<file path="config.mk">
export PLATFORM = sky130hd
export DESIGN_NAME = core_ctrl_ldst_pop_flat
export DESIGN_NICKNAME = d
export VERILOG_FILES = /design/src/rtl/core_ctrl_ldst_pop_if.sv /design/src/rtl/core_ctrl_ldst_pop.sv /design/src/flat_wrapper.sv
export SDC_FILE = /design/constraint.sdc
export NUM_CORES = 1
export LEC_CHECK = 0
export CORE_UTILIZATION = 36
export DETAILED_ROUTE_END_ITERATION = 8
export PLACE_DENSITY_LB_ADDON = 0.08
export RECOVER_POWER = 25
export SYNTH_ARGS = -nofsm -noshare
export SYNTH_HDL_FRONTEND = slang
export SYNTH_SLANG_ARGS = --single-unit
export TNS_END_PERCENT = 5
</file>
<file path="constraint.sdc">
create_clock -name vclk -period 5.31
set_clock_uncertainty 0.1 [all_clocks]
set_input_delay 1.062 -clock vclk [all_inputs]
set_output_delay 1.062 -clock vclk [all_outputs]
set_load 0.01 [all_outputs]
</file>
<file path="src/rtl/core_ctrl_ldst_pop_if.sv">
// core_ctrl_ldst_pop_if: pending register list in, pop results out
interface core_ctrl_ldst_pop_if;
    logic [15:0] regs;
    logic        valid;
    logic [3:0]  pop_lower;
    logic [15:0] next_lower;
    logic [3:0]  pop_upper;
    logic [15:0] next_upper;
    modport master (output regs, input valid, pop_lower, next_lower, pop_upper, next_upper);
    modport slave (input regs, output valid, pop_lower, next_lower, pop_upper, next_upper);
endinterface

</file>
<file path="src/rtl/core_ctrl_ldst_pop.sv">
// core_ctrl_ldst_pop: lowest/highest pending register pop for LDM/STM sequencing
module core_ctrl_ldst_pop (
    input  logic                       clk,
    input  logic                       rst,
    core_ctrl_ldst_pop_if.slave        pop_io
);
    logic [3:0] lo;
    logic [3:0] hi;
    logic       unused;
    // clk/rst exist only for a uniform controller interface; nothing is clocked
    assign unused = ^{clk, rst};
    // LSB-first priority encoder: the last hit while scanning down is the lowest set bit
    always_comb begin
        lo = 4'd0;
        for (int i = 15; i >= 0; i--)
            if (pop_io.regs[i]) lo = i[3:0];
    end
    // MSB-first priority encoder: the last hit while scanning up is the highest set bit
    always_comb begin
        hi = 4'd0;
        for (int i = 0; i < 16; i++)
            if (pop_io.regs[i]) hi = i[3:0];
    end
    // an empty list leaves both indices at 0 and clearing bit 0 of zero stays zero
    assign pop_io.valid      = |pop_io.regs;
    assign pop_io.pop_lower  = lo;
    assign pop_io.pop_upper  = hi;
    assign pop_io.next_lower = pop_io.regs & ~(16'h0001 << lo);
    assign pop_io.next_upper = pop_io.regs & ~(16'h0001 << hi);
endmodule

</file>
<file path="src/flat_wrapper.sv">
// flat-port wrapper written by rule: the top's interface ports become plain ports
module core_ctrl_ldst_pop_flat 
  (clk, rst, pop_io_regs, pop_io_valid, pop_io_pop_lower, pop_io_next_lower, pop_io_pop_upper, pop_io_next_upper);
  core_ctrl_ldst_pop_if pop_io_i ();
  input  logic clk;
  input  logic rst;
  input wire logic [$bits(pop_io_i.regs)-1:0] pop_io_regs;
  output wire logic [$bits(pop_io_i.valid)-1:0] pop_io_valid;
  output wire logic [$bits(pop_io_i.pop_lower)-1:0] pop_io_pop_lower;
  output wire logic [$bits(pop_io_i.next_lower)-1:0] pop_io_next_lower;
  output wire logic [$bits(pop_io_i.pop_upper)-1:0] pop_io_pop_upper;
  output wire logic [$bits(pop_io_i.next_upper)-1:0] pop_io_next_upper;
  assign pop_io_i.regs = pop_io_regs;
  assign pop_io_valid = pop_io_i.valid;
  assign pop_io_pop_lower = pop_io_i.pop_lower;
  assign pop_io_next_lower = pop_io_i.next_lower;
  assign pop_io_pop_upper = pop_io_i.pop_upper;
  assign pop_io_next_upper = pop_io_i.next_upper;
  core_ctrl_ldst_pop u_core (.clk(clk), .rst(rst), .pop_io(pop_io_i));
endmodule
</file>
# Word level (Yosys, flattened, before mapping)
# Cells that the tools add are included.
[word_totals] register_bits=0 out_inout_bits=41
[op_classes] n_shift=2 n_mux=31 bitwise_logic=4 reduce_logical=1
[op_table] op="$mux W4" n=24
[op_table] op="$and A16 B16 Y16" n=2
[op_table] op="$not A16 Y16" n=2
[op_table] op="$shl A1 B4 Y16 const A" n=2
[op_table] op="$reduce_or A16 Y1" n=1
[op_table] op="$mux W3" n=4
[op_table] op="$mux W2" n=2
[op_table] op="$mux W1" n=1

# Longest topological paths before layout
[depth] depth_word=19 ltp_mapped=7 ltp_nobuf=6

# Worst setup path after synthesis
# Ideal clock, no wire load.
[synth_path] path_kind="in2out" startpoint="input pop_io_regs[4]" endpoint="output pop_io_next_lower[13]" arrival_time_ps=2635 slack_ps=1513 path_stages=6 path_cell_list="buf_6 or4_4 or3_4 o21ai_4 nor3_1 a21boi_0"
[synth_between] elab_chain_len=8
[synth_rtl] item="from (decl)" line="flat_wrapper.sv:7" rtl="input wire logic [$bits(pop_io_i.regs)-1:0] pop_io_regs;"
[synth_rtl] item="$mux W4 (5 in series)" line="core_ctrl_ldst_pop.sv:16" rtl="if (pop_io.regs[i]) lo = i[3:0];"
[synth_rtl] item="net pop_io_pop_lower[1]" line="flat_wrapper.sv:9" rtl="output wire logic [$bits(pop_io_i.pop_lower)-1:0] pop_io_pop_lower;"
[synth_rtl] item="$shl A1 B4 Y16" line="core_ctrl_ldst_pop.sv:28" rtl="assign pop_io.next_lower = pop_io.regs & ~(16'h0001 << lo);"
[synth_rtl] item="$not A16 Y16" line="core_ctrl_ldst_pop.sv:28"
[synth_rtl] item="$and A16 B16 Y16" line="core_ctrl_ldst_pop.sv:28"
[synth_rtl] item="to (decl)" line="flat_wrapper.sv:10" rtl="output wire logic [$bits(pop_io_i.next_lower)-1:0] pop_io_next_lower;"
# The timed path passes the listed nets, and every way through them passes these cells.

# Final worst setup path
[layout_path] startpoint="input pop_io_regs[1]" endpoint="output pop_io_next_lower[7]"
[layout_between] elab_chain_len=5
[layout_rtl] item="$mux W4 (2 in series)" line="core_ctrl_ldst_pop.sv:16"
[layout_rtl] item="$shl A1 B4 Y16" line="core_ctrl_ldst_pop.sv:28"
[layout_rtl] item="$not A16 Y16" line="core_ctrl_ldst_pop.sv:28"
[layout_rtl] item="$and A16 B16 Y16" line="core_ctrl_ldst_pop.sv:28"
# Every way passes these cells.

==> impl_metrics.ini <==
[run_status]
status = finished clean

[synthesis]
ys_types = 36
yosysSeqAreaShare = 0
syn_area_um2 = 692
synth_cells = 114
yosysTopAreaCell = o31a_1
yosys.area.top_type_share = 0.101
postSynthAreaPerCell_um2 = 6.07
synth_area_leaders = o31a_1 (10%), nor2_1 (9.2%), a21oi_1 (6.5%), o21a_1 (6.5%), a21boi_0 (5.4%)
yosysWarnings = 0

[layout]
mostFrequentLayoutCells = clkdlybuf4s50_1 (46), nor2_1 (17), a21oi_1 (9), inv_1 (9), dlygate4sd3_1 (9)
fill_cells = 170
drive_above_1_share = 0.0610
area_growth_pct = 79.4
diodes = 0
final_common_cell = clkdlybuf4s50_1
n_clock_buffer = 0
fin_area_um2 = 1240
multi_input_area_um2 = 618
nFlopsAndLatches = 0
seqCellArea_um2 = 0
nets = 184

[global_route]
grt_pass1_wl_um = 4230
grt-ovfl-total = 0
grt_antenna_before_repair = 0
first_global_vias = 945
grtUsageTotal = 0.262
grt_max_degree = 12

[die]
pin_count = 59
rows = 15
placeableCoreArea_um2 = 1760
die_height_um = 45.8
die_area_um2 = 2100
fp.dieW_um = 45.8
start_util = 0.392

[drt]
drt_wl_total_um = 2640
vias = 1109
drc_errors = 0
first_iter_violations = 32
wl_per_cell_um = 14.0
postRouteAntennaNets = 0
drtPass1Iterations = 4
avgViaCountPerCell = 5.87

[timing]
finalSetupTns_ps = 0
setup_ws_ps = 421
slew_headroom = 0.600
max_clock_freq_mhz = 205
hold_viol = 0
finalCritPeriodShare = 0.921
slew_violations = 0
rsz0062_at_grt = false
tightest_slew_ps = 595
period_minus_slack_ps = 4890
setup_violations = 0

[critical_path]
path_class = primary input to primary output
critPathMaxFanout = 10
max_stage_delay_ps = 660
critPathArrivalTime_ps = 3730
crit_slowest_cell = dlygate4sd3_1
cp_data_required_time_ps = 4150
cp_cell_sequence = dlygate4sd3_1 > or4_4 > or3_4 > o21ai_4 > nor3b_2 > a21oi_1 > clkdlybuf4s50_1
end_kind = primary output
worstSetupStartpointType = primary input

[placement]
place_congestion = 0.870
portBuffers = 55
dp_hpwl_um = 2080
placed_cell_area_um2 = 1240
dp_slack_ps = 483

[worst_hold_path]
hold_start = pop_io_regs[15]
hold_end = pop_io_next_upper[14]
hold_path_depth = 3
hold_class = primary input to primary output

[pwr]
pwr_density_cell_nw_per_um2 = 77.2
ir_drop_mv = 0.0524
leakage_uw = 0.000440

[clock_tree]
post_cts_buffers = 0
hold_buffers = 0
post_cts_resized = 0

[run]
maxCapViolations = 0
[through the flow]
| stage | power, µW | hold WS (ps) | cells | utilization |
|---|---|---|---|---|
| after floorplan | 45.6 | 2110 | 115 | - |
| after global placement | 95.2 | 3110 | 189 | 0.704 |
| after detailed placement | 96.2 | 3120 | 189 | 0.704 |
| after CTS | 97.0 | 3130 | 189 | 0.704 |
| after global routing | 103 | 3180 | 189 | 0.704 |
| final | 95.8 | 3130 | 189 | 0.704 |
[metal layers]
layer	vias up	GRT usage	share of wire
li1	525	-	-
met2	65	0.456	0.47
met1	515	0.351	0.43
met5	-	0	0
met3	4	0.0159	0.084
met4	0	0.0529	0.011
[worst max-delay path, delay by kind of cell]
family	cells	cell delay, ps
compound gates	2	350
simple gates	3	1140
buf+inv	2	1170
[area by class of cell]
class	instances	area share
multi-input cells	99	0.498
repair buffers	56	0.450
inverters	9	0.0272
well taps	25	0.0252
[cell families after synthesis]
family | synth area share
simple gates | 0.391
compound gates | 0.492
buf+inv | 0.112
other cells | 0.00542
[cells in the mapped netlist (2+ instances only)]
| cell type | n |
|---|---|
| or2_2 | 3 |
| or4_1 | 3 |
| nor2b_1 | 2 |
| and2_1 | 3 |
| inv_1 | 9 |
| a221oi_1 | 2 |
| a21oi_1 | 9 |
| a21boi_0 | 5 |
| nand2b_1 | 2 |
| o31a_1 | 8 |
| buf_4 | 2 |
| clkbuf_1 | 2 |
| o21ai_0 | 3 |
| nor2_1 | 17 |
| nor4_1 | 2 |
| nor3_1 | 5 |
| o21a_1 | 6 |
| nand2_1 | 8 |
| o211ai_1 | 2 |
| a31oi_1 | 5 |
[worst max path at each step]
stage	from	to	slack [ps]	cells past startpoint
floorplan	pop_io_regs[4]	pop_io_next_lower[13]	1510	6
global placement	pop_io_regs[5]	pop_io_next_lower[7]	510	7
detailed placement	pop_io_regs[5]	pop_io_next_lower[7]	480	7
CTS	pop_io_regs[5]	pop_io_next_lower[7]	480	7
global route	pop_io_regs[13]	pop_io_next_lower[12]	260	7
finish	pop_io_regs[1]	pop_io_next_lower[7]	420	7
[power by group]
part	switching, µW	internal, µW
sequential	0	0
clock	0	0
combinational	46.8	49.0
total	46.8	49.0
Power figures use the tool's default switching activity.
